$ cat src/rtl/fetch_sequencer.sv
// fetch_sequencer: instruction-cycle sequencer and instruction register.
// Walks FETCH -> EXEC1 -> (EXEC2) -> FETCH, parks in HALT on a stop
// request, after each instruction in single-step mode, or out of reset
// when auto-start is disabled. Also counts retired instructions.
module fetch_sequencer #(
  parameter bit          AUTO_START = 1'b1,
  parameter int          CNT_W      = 32,
  parameter logic [15:0] IR_RST     = 16'h0000
) (
  input  logic             clk,
  input  logic             rst_n,
  input  logic [15:0]      ram_q,
  input  logic             sm_extra,
  input  logic             stop,
  input  logic             step_mode,
  input  logic             go,
  output logic [15:0]      instruction,
  output logic [1:0]       state,
  output logic             halted,
  output logic [1:0]       halt_cause,
  output logic [CNT_W-1:0] retired
);

  // The encoding is visible to the decoder, so these values are fixed.
  typedef enum logic [1:0] {
    ST_FETCH = 2'b00,
    ST_EXEC1 = 2'b01,
    ST_EXEC2 = 2'b10,
    ST_HALT  = 2'b11
  } state_t;

  localparam logic [1:0] CAUSE_IDLE = 2'b00;
  localparam logic [1:0] CAUSE_STOP = 2'b01;
  localparam logic [1:0] CAUSE_STEP = 2'b10;

  localparam state_t RST_STATE = AUTO_START ? ST_FETCH : ST_HALT;

  state_t             state_r;
  state_t             state_s;
  logic [15:0]        ir_r;
  logic [15:0]        ir_s;
  logic [1:0]         cause_r;
  logic [1:0]         cause_s;
  logic [CNT_W-1:0]   retired_r;
  logic [CNT_W-1:0]   retired_s;
  logic               finish_s;

  // Counter increment that wraps silently at 2^CNT_W.
  function automatic logic [CNT_W-1:0] incr_wrap(input logic [CNT_W-1:0] val);
    incr_wrap = val + {{(CNT_W-1){1'b0}}, 1'b1};
  endfunction

  // Next-state, IR capture, halt cause and retire decisions.
  always_comb begin
    state_s   = state_r;
    ir_s      = ir_r;
    cause_s   = cause_r;
    retired_s = retired_r;
    finish_s  = 1'b0;

    case (state_r)
      ST_FETCH: begin
        // The only edge on which the IR loads; stop is not looked at here.
        state_s = ST_EXEC1;
        ir_s    = ram_q;
      end
      ST_EXEC1: begin
        // A stop request beats the need for a second execute cycle.
        if (stop) begin
          state_s = ST_HALT;
          cause_s = CAUSE_STOP;
        end else if (sm_extra) begin
          state_s = ST_EXEC2;
        end else begin
          finish_s = 1'b1;
        end
      end
      ST_EXEC2: begin
        if (stop) begin
          state_s = ST_HALT;
          cause_s = CAUSE_STOP;
        end else begin
          finish_s = 1'b1;
        end
      end
      ST_HALT: begin
        if (go) begin
          state_s = ST_FETCH;
          cause_s = CAUSE_IDLE;
        end else begin
          state_s = ST_HALT;
        end
      end
      default: begin
        state_s = ST_HALT;
        cause_s = CAUSE_IDLE;
      end
    endcase

    // step_mode is only consulted when an instruction actually completes.
    if (finish_s) begin
      retired_s = incr_wrap(retired_r);
      if (step_mode) begin
        state_s = ST_HALT;
        cause_s = CAUSE_STEP;
      end else begin
        state_s = ST_FETCH;
      end
    end else begin
      retired_s = retired_s;
    end
  end

  // State, IR, cause and counter registers with synchronous active-low reset.
  always_ff @(posedge clk) begin
    if (!rst_n) begin
      state_r   <= RST_STATE;
      ir_r      <= IR_RST;
      cause_r   <= CAUSE_IDLE;
      retired_r <= {CNT_W{1'b0}};
    end else begin
      state_r   <= state_s;
      ir_r      <= ir_s;
      cause_r   <= cause_s;
      retired_r <= retired_s;
    end
  end

  assign state       = state_r;
  assign instruction = ir_r;
  assign halt_cause  = cause_r;
  assign retired     = retired_r;
  // Plain decode of the state register; no input reaches it.
  assign halted      = (state_r == ST_HALT);

endmodule

$ cat config.mk
export PLATFORM = sky130hd
export DESIGN_NAME = fetch_sequencer
export DESIGN_NICKNAME = d
export VERILOG_FILES = /design/src/rtl/fetch_sequencer.sv
export SDC_FILE = /design/constraint.sdc
export NUM_CORES = 1
export LEC_CHECK = 0
export CELL_PAD_IN_SITES_DETAIL_PLACEMENT = 2
export CELL_PAD_IN_SITES_GLOBAL_PLACEMENT = 2
export CORE_MARGIN = 2
export CORE_UTILIZATION = 26
export CTS_CLUSTER_SIZE = 24
export DETAILED_ROUTE_END_ITERATION = 16
export PLACE_DENSITY = 0.73
export SYNTH_ARGS = -nofsm -noshare
export SYNTH_HDL_FRONTEND = slang
export SYNTH_SLANG_ARGS = --single-unit
$ cat constraint.sdc
create_clock -name clk -period 2.3 [get_ports clk]
set_clock_uncertainty 0.2 [all_clocks]
set_input_delay 0.46 -clock clk [delete_from_list [all_inputs] [get_ports clk]]
set_output_delay 0.46 -clock clk [all_outputs]
set_load 0.02 [all_outputs]
==> qor.txt <==
Final hold vios - 0
Layout Nets - 372
RePlAce Congestion - 0.740
Achievable Freq - 0.452 GHz
Number of synthesized flops with an enable pin - 0
P per Cell Area - 721 nW/um^2
Outcome - finished, final reports clean
Share of cells above drive strength 1 - 13.6%
Data required, critical path - 2.31 ns
Worst-Skew Late Latency - 0.31 ns
Largest net degree at the start of global routing - 55
First-pass GRT wire length - 11200 um
Total Neg Setup Slack - 0 ns
Global Route Usage Sum - 13.3%
CTS tree - yes
RR Startpoint - state[1]
Kind of critical path - reg2reg
Crit path from - state[1]
GRT overflow - 0
Vias in the first global route - 2281
Final min period - 2.21 ns
Synth top cells by count - 52 x dfxtp_1, 27 x and2_1, 21 x nor2b_1, 19 x mux2i_1, 18 x nand2_1
Syn Inst Count - 258
Slew HR - 74.5%
Worst hold start - retired[22]
Leak Pwr - 0.00155 uW
Port Buf Inserts - 74
Bufs on Longest Clock Path - 2
Area contributors post-synth - dfxtp_1 41%, mux2i_1 7.4%, and2_1 6.6%, xor2_1 5.8%, nor2b_1 5.1%
Synthesized area per cell - 9.92 um^2
Die width - 103 um
Worst EP arrival - 2.22 ns
Slew @ Worst Pin - 0.372 ns
Syn_nets - 286
# DRC - 0
Mapped Area - 2560 um^2
Fin crit share - 96.1%
Asr flop ratio synth - 0%
H-tree depth - 2
Core area - 9680 um^2
Ports - 75
P&R area growth vs syn - 45.1%
Maximum VDD drop - 421 uV
Layout fillers - 1044
Placement Cell Area - 3530 um^2
Starting density of the core - 26.4%
CP endpoint kind - register
Hold WC Path Type - reg2reg
# hold bufs at CTS - 0
Finish-stage setup viols - 0
DRT Pass-1 Iters - 4
Synth Flop Type - dfxtp_1
Diode count - 0
Count leader, synth - dfxtp_1
Post-route cell area - 3710 um^2
Die Y - 103 um
Top cell type's share of synthesized area - 40.7%
Max cap viols - 0
Reg2reg setup slack - 0.09 ns
Vias post-DR - 2158
Total Wirelength - 7090 um
Vias per cell - 4.51
Wire length per cell - 14.8 um
Area leader, netlist - dfxtp_1
CP max FO - 7
CTS root buffer - clkbuf_8
Final Max Slew Viols - 0
Initial DRC Count - 32
Antenna violations before repair - 0
Detail Placement HPWL - 5200 um
Row count - 36
Clock transition at the registers of the reported paths - 0.11 ns
CP Launch Type - register
Remaining antenna violation count after routing - 0
Seq/Total Area, Yosys - 40.7%
Ys Warns - 0
Num CTS Buffers - 5
Clock tree sinks - 52
Die area - 10700 um^2
#FFs+latches synth - 52
Yosys cell types - 41
[state kept, by name, summed over array words and instances, names as in the netlist]
register	count
halt_cause	2
instruction	16
retired	32
state	2
[worst max-delay path, cell delays in order, from the launching register on]
cell and delay, ns:
dfxtp_2 0.34, inv_1 0.10, ha_4 0.29, and3b_2 0.23, o2111ai_4 0.20, buf_8 0.22
nor4_2 0.29, xor2_1 0.09, and2_1 0.16
[kinds of logic after synthesis]
logic type	share of synthesized area, %
simple gates	30.4
xor+xnor	8.90
flops	40.7
buf+inv	3.57
fa+ha+maj	2.93
compound gates	6.11
mux	7.43
[cell usage in the layout, fill, tap and decap left out, types with 4 or more instances in the layout]
| cell type | instances |
|---|---|
| and2_1 | 27 |
| and3_1 | 5 |
| buf_4 | 14 |
| clkbuf_8 | 5 |
| clkdlybuf4s50_1 | 74 |
| dfxtp_1 | 50 |
| ha_1 | 4 |
| inv_1 | 5 |
| mux2i_1 | 19 |
| nand2_1 | 18 |
| nand3_1 | 5 |
| nand4_1 | 7 |
| nor2b_1 | 21 |
| nor3_1 | 4 |
| nor4_1 | 5 |
| nor4_4 | 7 |
| o21ai_0 | 5 |
| or3_1 | 4 |
| xnor2_1 | 9 |
| xor2_1 | 17 |
[through the flow]
stage	power [uW]	hold WS [ns]	setup WS, ns	utilization [%]	instances
floorplan	1690	0.348	0.0896	-	258
global route	2860	0.326	-0.0218	38.3	478
CTS	2690	0.311	-0.000691	37.5	477
global placement	2110	0.274	-0.172	36.4	469
finish	2680	0.303	0.0899	38.3	478
detailed placement	2150	0.296	-0.259	36.4	469
[area by class of cell]
class	count	area, um^2	share of cell area [%]
clock buffers	6	72.6	1.95
repair buffers	91	892	24.0
inverters	5	18.8	0.506
clock inverters	2	16.3	0.438
well taps	133	166	4.48
flip-flops and latches	52	1040	28.1
multi-input cells	189	1500	40.5
[power breakdown]
part / internal (uW) / switching [uW]
registers: 1010 / 56.2
logic: 543 / 528
clock network: 218 / 325
total: 1770 / 910
[repair_timing]
action                     4_1_cts  5_1_grt
setup endpoints to repair        2       17
pin swaps                        0        2
gates resized for setup          2       13
setup buffers                    0        1
[per-layer routing]
metal	part of all wire (%)	up-vias	global-route usage, %
met5	0	-	0
met4	0.92	0	3.34
met3	3.4	6	2.35
met2	52	41	24.4
met1	44	1051	16.1
li1	-	1060	-
[worst paths after layout]
kind | cells past startpoint | end
min | 2 | retired[22]
max reg2reg | 8 | retired[31]
min reg2reg | 2 | retired[22]
max | 8 | retired[31]
(Power assumes the default switching activity.)
